File: src/rtl/sent_tx_control_if.sv
// Frame handoff between the SENT TX frame builder and the TX pulse generator.
// The builder (master) presents a complete 32-bit frame with frame_valid and
// holds it until the pulse generator (slave) returns frame_ready.
interface sent_tx_control_if;
  logic        frame_valid;
  logic        frame_ready;
  logic [31:0] frame_nibbles;

  modport master (
    output frame_valid,
    output frame_nibbles,
    input  frame_ready
  );

  modport slave (
    input  frame_valid,
    input  frame_nibbles,
    output frame_ready
  );
endinterface

File: src/rtl/sent_tx_control.sv
// SENT transmit frame builder.
// Pops one or two fast-channel words from the TX FIFO and packs them into six
// data nibbles according to the latched frame format. It computes the
// fast-channel CRC-4 nibble-serially and inserts the 16-frame short serial
// message into status bits 3:2. Each completed frame is handed to the pulse
// generator over a valid/ready handshake.
module sent_tx_control (
  input  logic                      clk_tx,
  input  logic                      reset_n_tx,
  input  logic                      enable_tx,
  input  logic [2:0]                frame_format,
  input  logic                      fifo_empty_tx,
  output logic                      read_enable_tx,
  input  logic [15:0]               data_fifo_tx,
  input  logic [1:0]                status_bits,
  input  logic [3:0]                serial_id,
  input  logic [7:0]                serial_data,
  sent_tx_control_if.master         frame_if,
  output logic                      tx_busy
);

  typedef enum logic [2:0] {
    ST_IDLE  = 3'd0,
    ST_POP1  = 3'd1,
    ST_WAIT1 = 3'd2,
    ST_POP2  = 3'd3,
    ST_WAIT2 = 3'd4,
    ST_PACK  = 3'd5,
    ST_CRC   = 3'd6,
    ST_VALID = 3'd7
  } state_t;

  // One nibble of the SENT CRC-4 (x^4+x^3+x^2+1), bits taken MSB-first.
  function automatic logic [3:0] f_crc4_nibble(input logic [3:0] crc_in,
                                               input logic [3:0] nib);
    logic [3:0] c;
    logic       fb;
    c = crc_in;
    for (int i = 3; i >= 0; i--) begin
      fb = c[3] ^ nib[i];
      c  = {c[2:0], 1'b0} ^ (fb ? 4'b1101 : 4'b0000);
    end
    return c;
  endfunction

  // Formats carrying two fast-channel words need a second FIFO pop.
  function automatic logic f_two_word(input logic [2:0] fmt);
    return (fmt == 3'd1) || (fmt == 3'd6) || (fmt == 3'd7);
  endfunction

  // Six-nibble payload, D1 in [23:20] down to D6 in [3:0].
  function automatic logic [23:0] f_payload(input logic [2:0]  fmt,
                                            input logic [15:0] ch1,
                                            input logic [11:0] ch2,
                                            input logic [7:0]  cnt);
    logic [23:0] p;
    case (fmt)
      3'd1:             p = {ch1[11:0], ch2[3:0], ch2[7:4], ch2[11:8]};
      3'd2, 3'd3, 3'd5: p = {ch1[11:0], 12'h000};
      3'd4:             p = {ch1[11:0], cnt, ~ch1[11:8]};
      3'd6:             p = {ch1[13:0], ch2[9:0]};
      3'd7:             p = {ch1[15:0], ch2[7:0]};
      default:          p = 24'h000000;
    endcase
    return p;
  endfunction

  state_t      r_state;
  state_t      w_next_state;
  logic        w_read_enable;
  logic [2:0]  r_fmt;
  logic [15:0] r_ch1;
  logic [11:0] r_ch2;
  logic [23:0] r_payload;
  logic [23:0] r_shift;
  logic [3:0]  r_crc;
  logic [3:0]  r_scrc;
  logic [2:0]  r_crc_cnt;
  logic [15:0] r_msg;
  logic [3:0]  r_frame_idx;
  logic [7:0]  r_cnt;
  logic        r_frame_valid;
  logic [31:0] r_frame_nibbles;
  logic        r_tx_busy;
  logic [3:0]  w_fast_crc;
  logic [3:0]  w_serial_nib;
  logic [3:0]  w_serial_crc;
  logic        w_msg_bit;

  assign read_enable_tx         = w_read_enable;
  assign frame_if.frame_valid   = r_frame_valid;
  assign frame_if.frame_nibbles = r_frame_nibbles;
  assign tx_busy                = r_tx_busy;

  assign w_fast_crc   = f_crc4_nibble(r_crc, r_shift[23:20]);
  assign w_serial_crc = f_crc4_nibble(r_scrc, w_serial_nib);
  assign w_msg_bit    = r_msg[4'd15 - r_frame_idx];

  // Serial-message nibble fed to the serial CRC on each of the first four CRC cycles.
  always_comb begin
    w_serial_nib = 4'h0;
    case (r_crc_cnt)
      3'd0:    w_serial_nib = r_msg[15:12];
      3'd1:    w_serial_nib = r_msg[11:8];
      3'd2:    w_serial_nib = r_msg[7:4];
      default: w_serial_nib = 4'h0;
    endcase
  end

  // Next-state and pop strobe; a pop is only issued when the FIFO has data.
  always_comb begin
    w_next_state  = r_state;
    w_read_enable = 1'b0;
    case (r_state)
      ST_IDLE: begin
        if (enable_tx && (frame_format != 3'd0)) w_next_state = ST_POP1;
        else                                     w_next_state = ST_IDLE;
      end
      ST_POP1: begin
        if (!fifo_empty_tx) begin
          w_read_enable = 1'b1;
          w_next_state  = ST_WAIT1;
        end else begin
          w_next_state  = ST_POP1;
        end
      end
      ST_WAIT1: begin
        if (f_two_word(r_fmt)) w_next_state = ST_POP2;
        else                   w_next_state = ST_PACK;
      end
      ST_POP2: begin
        if (!fifo_empty_tx) begin
          w_read_enable = 1'b1;
          w_next_state  = ST_WAIT2;
        end else begin
          w_next_state  = ST_POP2;
        end
      end
      ST_WAIT2: w_next_state = ST_PACK;
      ST_PACK:  w_next_state = ST_CRC;
      ST_CRC: begin
        if (r_crc_cnt == 3'd6) w_next_state = ST_VALID;
        else                   w_next_state = ST_CRC;
      end
      ST_VALID: begin
        if (frame_if.frame_ready) begin
          if (enable_tx) w_next_state = ST_POP1;
          else           w_next_state = ST_IDLE;
        end else begin
          w_next_state = ST_VALID;
        end
      end
      default: w_next_state = ST_IDLE;
    endcase
  end

  // State register; busy is registered from the next state so it tracks "not IDLE".
  always_ff @(posedge clk_tx or negedge reset_n_tx) begin
    if (!reset_n_tx) begin
      r_state   <= ST_IDLE;
      r_tx_busy <= 1'b0;
    end else begin
      r_state   <= w_next_state;
      r_tx_busy <= (w_next_state != ST_IDLE);
    end
  end

  // Frame datapath: word capture, packing, CRCs, serial message and handoff.
  always_ff @(posedge clk_tx or negedge reset_n_tx) begin
    if (!reset_n_tx) begin
      r_fmt           <= 3'd0;
      r_ch1           <= 16'h0000;
      r_ch2           <= 12'h000;
      r_payload       <= 24'h000000;
      r_shift         <= 24'h000000;
      r_crc           <= 4'h0;
      r_scrc          <= 4'h0;
      r_crc_cnt       <= 3'd0;
      r_msg           <= 16'h0000;
      r_frame_idx     <= 4'd0;
      r_cnt           <= 8'd0;
      r_frame_valid   <= 1'b0;
      r_frame_nibbles <= 32'h0000_0000;
    end else begin
      case (r_state)
        ST_IDLE: begin
          if (w_next_state == ST_POP1) r_fmt <= frame_format;
        end
        ST_WAIT1: r_ch1 <= data_fifo_tx;
        ST_WAIT2: r_ch2 <= data_fifo_tx[11:0];
        ST_PACK: begin
          r_payload <= f_payload(r_fmt, r_ch1, r_ch2, r_cnt);
          r_shift   <= f_payload(r_fmt, r_ch1, r_ch2, r_cnt);
          r_crc     <= 4'b0101;
          r_scrc    <= 4'b0101;
          r_crc_cnt <= 3'd0;
          if (r_frame_idx == 4'd0) r_msg <= {serial_id, serial_data, 4'h0};
        end
        ST_CRC: begin
          // After six shifts the register is zero, which supplies the augmentation nibble.
          r_crc     <= w_fast_crc;
          r_shift   <= {r_shift[19:0], 4'h0};
          r_crc_cnt <= r_crc_cnt + 3'd1;
          if ((r_frame_idx == 4'd0) && (r_crc_cnt < 3'd4)) begin
            r_scrc <= w_serial_crc;
            if (r_crc_cnt == 3'd3) r_msg[3:0] <= w_serial_crc;
          end
          if (r_crc_cnt == 3'd6) begin
            r_frame_valid   <= 1'b1;
            r_frame_nibbles <= {(r_frame_idx == 4'd0), w_msg_bit, status_bits,
                                r_payload, w_fast_crc};
          end
        end
        ST_VALID: begin
          if (frame_if.frame_ready) begin
            r_frame_valid <= 1'b0;
            r_frame_idx   <= r_frame_idx + 4'd1;
            r_cnt         <= r_cnt + 8'd1;
          end
        end
        default: r_crc_cnt <= r_crc_cnt;
      endcase
    end
  end

endmodule

File: src/flat_wrapper.sv
// flat-port wrapper written by rule: the top's interface ports become plain ports
module sent_tx_control_flat 
  (clk_tx, reset_n_tx, enable_tx, frame_format, fifo_empty_tx, read_enable_tx, data_fifo_tx, status_bits, serial_id, serial_data, tx_busy, frame_if_frame_valid, frame_if_frame_nibbles, frame_if_frame_ready);
  sent_tx_control_if frame_if_i ();
  input  logic clk_tx;
  input  logic reset_n_tx;
  input  logic enable_tx;
  input  logic [2:0] frame_format;
  input  logic fifo_empty_tx;
  output logic read_enable_tx;
  input  logic [15:0] data_fifo_tx;
  input  logic [1:0] status_bits;
  input  logic [3:0] serial_id;
  input  logic [7:0] serial_data;
  output logic tx_busy;
  output wire logic [$bits(frame_if_i.frame_valid)-1:0] frame_if_frame_valid;
  output wire logic [$bits(frame_if_i.frame_nibbles)-1:0] frame_if_frame_nibbles;
  input wire logic [$bits(frame_if_i.frame_ready)-1:0] frame_if_frame_ready;
  assign frame_if_frame_valid = frame_if_i.frame_valid;
  assign frame_if_frame_nibbles = frame_if_i.frame_nibbles;
  assign frame_if_i.frame_ready = frame_if_frame_ready;
  sent_tx_control u_core (.clk_tx(clk_tx), .reset_n_tx(reset_n_tx), .enable_tx(enable_tx), .frame_format(frame_format), .fifo_empty_tx(fifo_empty_tx), .read_enable_tx(read_enable_tx), .data_fifo_tx(data_fifo_tx), .status_bits(status_bits), .serial_id(serial_id), .serial_data(serial_data), .frame_if(frame_if_i), .tx_busy(tx_busy));
endmodule
File: config.mk
export PLATFORM = sky130hd
export DESIGN_NAME = sent_tx_control_flat
export DESIGN_NICKNAME = d
export VERILOG_FILES = /design/src/rtl/sent_tx_control_if.sv /design/src/rtl/sent_tx_control.sv /design/src/flat_wrapper.sv
export SDC_FILE = /design/constraint.sdc
export NUM_CORES = 1
export LEC_CHECK = 0
export BUFFER_PORTS_ARGS = -buffer_cell sky130_fd_sc_hd__buf_2
export CORE_MARGIN = 4
export CORE_UTILIZATION = 30
export CTS_BUF_LIST = sky130_fd_sc_hd__clkbuf_4
export CTS_CLUSTER_SIZE = 20
export DETAILED_ROUTE_END_ITERATION = 7
export GPL_TIMING_DRIVEN = 0
export MAX_ROUTING_LAYER = met4
export SLEW_MARGIN = 20
export SYNTH_ARGS = -nofsm -noshare
export SYNTH_HDL_FRONTEND = slang
export SYNTH_SLANG_ARGS = --single-unit
File: constraint.sdc
create_clock -name clk_tx -period 3.1 [get_ports clk_tx]
set_clock_uncertainty 0.05 [all_clocks]
set_input_delay 0.465 -clock clk_tx [delete_from_list [all_inputs] [get_ports clk_tx]]
set_output_delay 0.465 -clock clk_tx [all_outputs]
set_load 0.005 [all_outputs]
**Word level (Yosys, flattened, before mapping)**

Index checks and enable logic that the tools add are counted.

- Latch bits: 0
- Output and inout bits: 35
- RAM bits: 0
- Bits in registers: 155
- Memory bits (read-only): 0
- Word-level logic and storage cells: 117
- Memories kept: 0
- Input port bits: 38

- Reduce and logical (&&, ||, !) cells: 20
- $add $sub $neg: 4
- Multiplexer cells: 34
- Shifts and indexed selects: 0
- Multiply operators: 0
- Bitwise gates (word level): 17
- Order comparisons: 2
- Eq/ne operators: 24
- Div/mod/pow operators: 0

Operators by type and width:

| cell | count |
|---|---|
| one-hot mux 24 bit (5 select lines) | 1 |
| two-way mux 4 bit | 12 |
| one-hot mux 24 bit (2 select lines) | 1 |
| XOR 4 bit | 8 |
| == test 3 bit, second input constant | 9 |
| one-hot mux 3 bit (8 select lines) | 1 |
| one-hot mux 4 bit (2 select lines) | 3 |
| == test 3 x 2 -> 1 bit, second input constant | 6 |
| == test 3 x 1 -> 1 bit, second input constant | 4 |
| one-hot mux 4 bit (3 select lines) | 1 |
| AND reduction 2 bit | 5 |
| two-way mux 3 bit | 3 |
| adder 8 x 1 -> 8 bit, second input constant | 1 |
| two-way mux 1 bit | 8 |
| != test 2 x 1 -> 1 bit, second input constant | 4 |
| XOR 1 bit | 8 |
| zero test 3 bit | 2 |
| one-hot mux 3 bit (2 select lines) | 1 |
| nonzero test 3 bit | 2 |
| < comparator 4 x 5 -> 1 bit, second input constant | 1 |
| adder 4 x 1 -> 4 bit, second input constant | 1 |
| binary-select mux 1 bit (select 4 bit) | 1 |
| zero test 4 bit | 1 |
| inverter 4 bit | 1 |
| 13 further kinds | 16 |

**Depth between registers and ports, before layout**

- Depth after elaboration: 17
- Depth in mapped cells: 8
- Depth with buffers taken out: 7

**Least setup slack after synthesis**

Ideal clock, no wire load.

- Kind: reg-to-reg
- Start: reg u_core.r_crc_cnt[0]
- End: reg u_core.r_scrc[0]
- Period minus slack after synthesis: 1.988 ns
- Path slack: 1.112 ns
- Cell stages (with the launch flop): 8
- Buffers on the path: 0
- Data arrival time: 1.807 ns
- Cells stage by stage: dfrtp_1 -> inv_1 -> ha_1 -> a222oi_1 -> xnor2_1 -> mux2i_1 -> xnor2_1 -> a21oi_1

- Cells in the longest elaborated chain, start to end: 16
- Elaborated cells between the ends (all ways): 22
- Classes of those cells: order compare: 1; eq/ne: 3; mux: 7; bitwise: 8; reduce/logical: 3

RTL lines:

| what | line | RTL |
|---|---|---|
| start, declared | sent_tx_control.sv:78 | `logic [2:0] r_crc_cnt;` |
| start signal, assigned | sent_tx_control.sv:203 | `r_crc_cnt <= r_crc_cnt + 3'd1;` |
| start signal, assigned | sent_tx_control.sv:221 | `default: r_crc_cnt <= r_crc_cnt;` |
| == test 3 x 2 -> 1 bit, or another cell as far along | sent_tx_control.sv:102 | `case (r_crc_cnt)` |
| one-hot mux 4 bit (3 select lines) | sent_tx_control.sv:102 |  |
| XOR 1 bit | sent_tx_control.sv:40 | `fb = c[3] ^ nib[i];` |
| two-way mux 4 bit | sent_tx_control.sv:41 | `c = {c[2:0], 1'b0} ^ (fb ? 4'b1101 : 4'b0000);` |
| XOR 4 bit | sent_tx_control.sv:41 |  |
| XOR 1 bit | sent_tx_control.sv:40 |  |
| two-way mux 4 bit | sent_tx_control.sv:41 |  |
| XOR 4 bit | sent_tx_control.sv:41 |  |
| XOR 1 bit | sent_tx_control.sv:40 |  |
| two-way mux 4 bit | sent_tx_control.sv:41 |  |
| XOR 4 bit | sent_tx_control.sv:41 |  |
| XOR 1 bit | sent_tx_control.sv:40 |  |
| two-way mux 4 bit | sent_tx_control.sv:41 |  |
| XOR 4 bit | sent_tx_control.sv:41 |  |
| two-way mux 4 bit | sent_tx_control.sv:204 | `if ((r_frame_idx == 4'd0) && (r_crc_cnt < 3'd4)) begin` |
| one-hot mux 4 bit (2 select lines) | sent_tx_control.sv:185 | `case (r_state)` |
| end signal, assigned | sent_tx_control.sv:205 | `r_scrc <= w_serial_crc;` |
| end, declared | sent_tx_control.sv:77 | `logic [3:0] r_scrc;` |

Parallel ways exist; a longest one is shown, timed or not. The select of a mux whose other input is x is not followed.
A chain may end at the register's enable or synchronous reset.

**Final worst setup path**

- Start: reg u_core.r_fmt[2]
- End: reg u_core.r_shift[15]

- Cells in the longest elaborated chain, start to end: 4
- Elaborated cells between the ends (all ways): 10
- Classes of those cells: eq/ne: 7; mux: 2; reduce/logical: 1

RTL lines:

| what | line | RTL |
|---|---|---|
| start, declared | sent_tx_control.sv:71 | `logic [2:0] r_fmt;` |
| start signal, assigned | sent_tx_control.sv:187 | `if (w_next_state == ST_POP1) r_fmt <= frame_format;` |
| == test 3 x 2 -> 1 bit / == test 3 bit (equally long branches) | sent_tx_control.sv:57 | `case (fmt)` |
| OR reduction 3 bit | sent_tx_control.sv:57 |  |
| one-hot mux 24 bit (5 select lines) (*) | sent_tx_control.sv:57 |  |
| one-hot mux 24 bit (2 select lines) (*) | sent_tx_control.sv:185 |  |
| end signal, assigned | sent_tx_control.sv:193 | `r_shift <= f_payload(r_fmt, r_ch1, r_ch2, r_cnt);` |
| end signal, assigned | sent_tx_control.sv:202 | `r_shift <= {r_shift[19:0], 4'h0};` |
| end, declared | sent_tx_control.sv:75 | `logic [23:0] r_shift;` |

Every way passes the cells marked *; elsewhere a longest branch is shown, timed or not.

==> reports/summary.md <==
The commonest register cell after synthesis was sky130_fd_sc_hd__dfrtp_1. The placeable core area is 0.0228 mm^2. When the netlist entered floorplanning its net count stood at 690. The run gives 0 as the number of slew-limit violations in the final report. For the count of max-cap constraint violations, the log shows 0. Relative slew slack: 24.9%. The logs give 0 for the number of endpoints failing setup at the final stage and 73 for the number of I/O pins. The layout has 2359 filler cells.

From left edge to right edge, the die measures 161 um. The die area was 0.0260 mm^2. After synthesis, the share of flip-flops with an asynchronous set or reset is 100%. Synthesis inferred 155 register bits.

The kind of capture point of the worst setup path was a flop. Timing would allow up to 415 MHz. The count of different cell masters after synthesis is 45. Once the floorplan was initialized, standard cells occupied 30.8% of the core.

Setup slack closes at 690 ps. The run finished with clean final reports. In this run the worst setup path begins at u_core.r_fmt[2]. Setup repair after global routing left no endpoint under its margin.

The initial DRC count is 532, and the clock transition time at the flip-flop clock pins of the worst setup and hold paths is 130 ps. Once the clock tree was built, the resizer swapped 0 gates to a different size. Dividing the final minimum period by the clock period gives 77.8%. At the worst endpoint, the required time is 3550 ps.

With fillers left out, the area of the finished cells amounts to 0.00814 mm^2. For this design the static power due to leakage is 0.00393 uW. Compared with the post-synthesis result, the final layout area differs by 15.5%. Across all layers, the routed design uses 5210 vias. After clock tree synthesis, the setup repair step added 0 buffers. Counting every sink on the clock net gives 155. In the synthesized netlist, the number of instances is 644. The logs give 5 for the number of search-and-repair iterations in the first detailed-routing pass and 0 for the number of warnings issued by yosys. In the final design database the tool counted 783 nets. The number of placed instances, taps included, is 1030. The final hold violation count was 0; the remaining design rule violation count was 0.

The post-detailed-placement half-perimeter wirelength is 12800 um. Clock latency on the worst-skew pair, taken at its later pin, is 560 ps. Traced cell by cell, the critical path runs through clkbuf_1 -> and2_1 -> clkbuf_1 -> a2111oi_0 -> a221o_1. The number of hold buffers added after cts came out at 1.

The count of nets left with antenna violations once routing finished came out at 0. Measured along the y axis, the die boundary spans 161 um. The cell depth of the worst flop-to-flop path works out to 5. The tools report the placed standard-cell area as 0.00784 mm^2. In this run the worst path has a maximum fanout of 10.

The number of stages on the worst hold path was 3; the largest vdd supply drop was 0.000436 V. The tools report the sequential element share of the synthesized area as 55.0%. The tools report the buffer type at the clock tree root as sky130_fd_sc_hd__clkbuf_4. The average cell area after synthesis is 10.9 um^2. In this run the cell area of the synthesized design comes to 0.00705 mm^2.

The largest individual stage delay along the critical path comes from the cell sky130_fd_sc_hd__a2111oi_0. Counting I/O delays and the setup requirement, the final critical path takes 2410 ps. The number of port buffers works out to 72.

Critical hold path startpoint: status_bits[0]. The number of antenna violations at the first check in global routing came out at 1. Worst flop-to-flop path startpoint: u_core.r_fmt[2]. Dividing the detail-routed wire length by the instance count gives 16.4 um. The kind of critical path was flop to flop. The number of enable-type register cells in the synthesized netlist is 0. The number of global-route vias before repair is 5113, and the final wirelength is 17500 um. The setup TNS is 0 ps, and the final core area utilization is 35.6%. The logs give 17 for the number of buffers inserted during clock tree synthesis and 28500 um for the global-route wire length before repair. The post-route netlist has 23.1% of its cells at a drive strength greater than 1.

The H-tree was split into 4 levels. Timing analysis after detailed placement gives a worst setup slack of 705 ps. The most numerous cell type found on the critical path is sky130_fd_sc_hd__clkbuf_1. Row generation in the floorplan step produced 55 rows. The clock passes through at most 2 buffers. Global routing used 14.3% of the available tracks across all layers. The mean number of vias per cell came out at 4.90. The total overflow left after global routing is 0.

The startpoint kind of the worst setup timing path is a flop. TritonCTS built the clock tree. The count of cells in the finished layout, fillers not included, comes to 1064.

Power spread over the standard cell area amounts to 1020 mW/mm^2. For the worst setup path, the data arrival time is 2860 ps. The largest single stage delay on the critical path is 980 ps. The tightest min-delay check is of the input port to flop type. The congestion estimate from routability-driven global placement came to 0.847. At the pin with the least slew margin, the transition time is 1100 ps. Entering global routing, the biggest net connects 94 pins.
[layout by cell type (no fill, tap or decap), drive strengths merged, types with 16 or more instances in the layout]
master  synthesis  layout
a21o           24      24
a21oi          19      19
a221o          16      16
a22oi          16      16
buf            19      92
clkbuf         20      39
dfrtp         155     155
mux2           43      43
mux2i          18      18
nand2         134     134
nor2           35      35
o21ai          20      20
xnor2          25      25
[kinds of logic (layout without fill, tap and decap cells)]
group | after synthesis | after routing | share of synthesized area [%]
simple gates | 209 | 209 | 12.6
mux | 66 | 66 | 11.0
compound gates | 128 | 128 | 13.3
fa+ha+maj | 8 | 8 | 1.42
flops | 155 | 155 | 55.0
buf+inv | 47 | 153 | 2.79
other cells | 0 | 1 | 0
xor+xnor | 31 | 31 | 3.85
[flip-flops by register name, summed over array words and instances, names as in the netlist]
| signal | count |
|---|---|
| u_core.r_payload | 24 |
| u_core.r_crc_cnt | 3 |
| u_core.r_fmt | 3 |
| u_core.r_cnt | 8 |
| u_core.frame_if.frame_nibbles | 32 |
| u_core.r_msg | 16 |
| u_core.r_ch1 | 16 |
| u_core.frame_if.frame_valid | 1 |
| u_core.r_shift | 24 |
| u_core.r_ch2 | 12 |
| u_core.r_crc | 4 |
| u_core.tx_busy | 1 |
| u_core.r_state | 3 |
| u_core.r_frame_idx | 4 |
| u_core.r_scrc | 4 |
[cells in the mapped netlist (6+ instances only)]
cell                        number  area, um^2
sky130_fd_sc_hd__dfrtp_1       155        3880
sky130_fd_sc_hd__nand2_1       134         503
sky130_fd_sc_hd__mux2_2         43         484
sky130_fd_sc_hd__nor2_1         35         131
sky130_fd_sc_hd__xnor2_1        25         219
sky130_fd_sc_hd__a21o_1         24         180
sky130_fd_sc_hd__clkbuf_1       20        75.1
sky130_fd_sc_hd__a21oi_1        19        95.1
sky130_fd_sc_hd__mux2i_1        18         180
sky130_fd_sc_hd__a221o_1        16         160
sky130_fd_sc_hd__a22oi_1        16         120
sky130_fd_sc_hd__buf_2          16        80.1
sky130_fd_sc_hd__o21ai_0        15        75.1
sky130_fd_sc_hd__a2111oi_0      12         105
sky130_fd_sc_hd__ha_1            8         100
sky130_fd_sc_hd__inv_1           8        30.0
sky130_fd_sc_hd__nor3_1          7        35.0
sky130_fd_sc_hd__a22o_1          6        52.6
sky130_fd_sc_hd__nand4_1         6        37.5
sky130_fd_sc_hd__xor2_1          6        52.6
[cell type report]
class,instances,area [um^2],share of cell area (%)
Sequential cell,155,3880,47.6
Multi-Input combinational cell,442,2980,36.6
Timing Repair Buffer,74,408,5.01
Tap cell,313,392,4.81
Buffer,39,166,2.04
Clock buffer,19,143,1.75
Clock inverter,13,143,1.75
Inverter,8,30.0,0.369
Antenna cell,1,2.50,0.0307
[power breakdown]
group          switching (uW)  total, uW  internal [uW]  leakage [uW]
logic                    1900       3550           1650       0.00181
registers                 667       3470           2800       0.00198
clock network             759       1260            500      0.000137
total                    3330       8280           4950       0.00393
[worst paths after layout]
check | endpoint | slack, ps
max reg2reg | u_core.r_shift[15] | 690
max in group asynchronous | u_core.r_ch1[6] | 1820
min | u_core.frame_if.frame_nibbles[28] | 40
min in group asynchronous | u_core.r_msg[5] | 400
max | u_core.r_shift[15] | 690
min reg2reg | u_core.frame_if.frame_nibbles[10] | 430
[critical path, delay by kind of cell, from the launching register on]
family | cells | cell delay, ps
AO/OA/AOI/OAI | 2 | 1200
AND/OR/NAND/NOR | 1 | 270
buffers and inverters | 2 | 460
flip-flops | 1 | 380
[metrics by stage]
step                      hold slack (ps)  total power [uW]
after CTS                            1.79              8330
after global placement                406              6970
after floorplan                       119              5970
final                                42.7              8280
after detailed placement              405              7050
after global routing                 3.08              8930
[layer usage]
| metal | wire length (um) | share of wire, % | track usage (%) | vias to the layer above |
|---|---|---|---|---|
| met4 | 343 | 2.0 | 4.34 | 0 |
| met5 | 0 | 0 | - | - |
| met3 | 903 | 5.2 | 3.32 | 23 |
| met1 | 8750 | 50 | 20.5 | 2558 |
| li1 | - | - | - | 2470 |
| met2 | 7480 | 43 | 20.0 | 159 |
(Power assumes the default switching activity.)
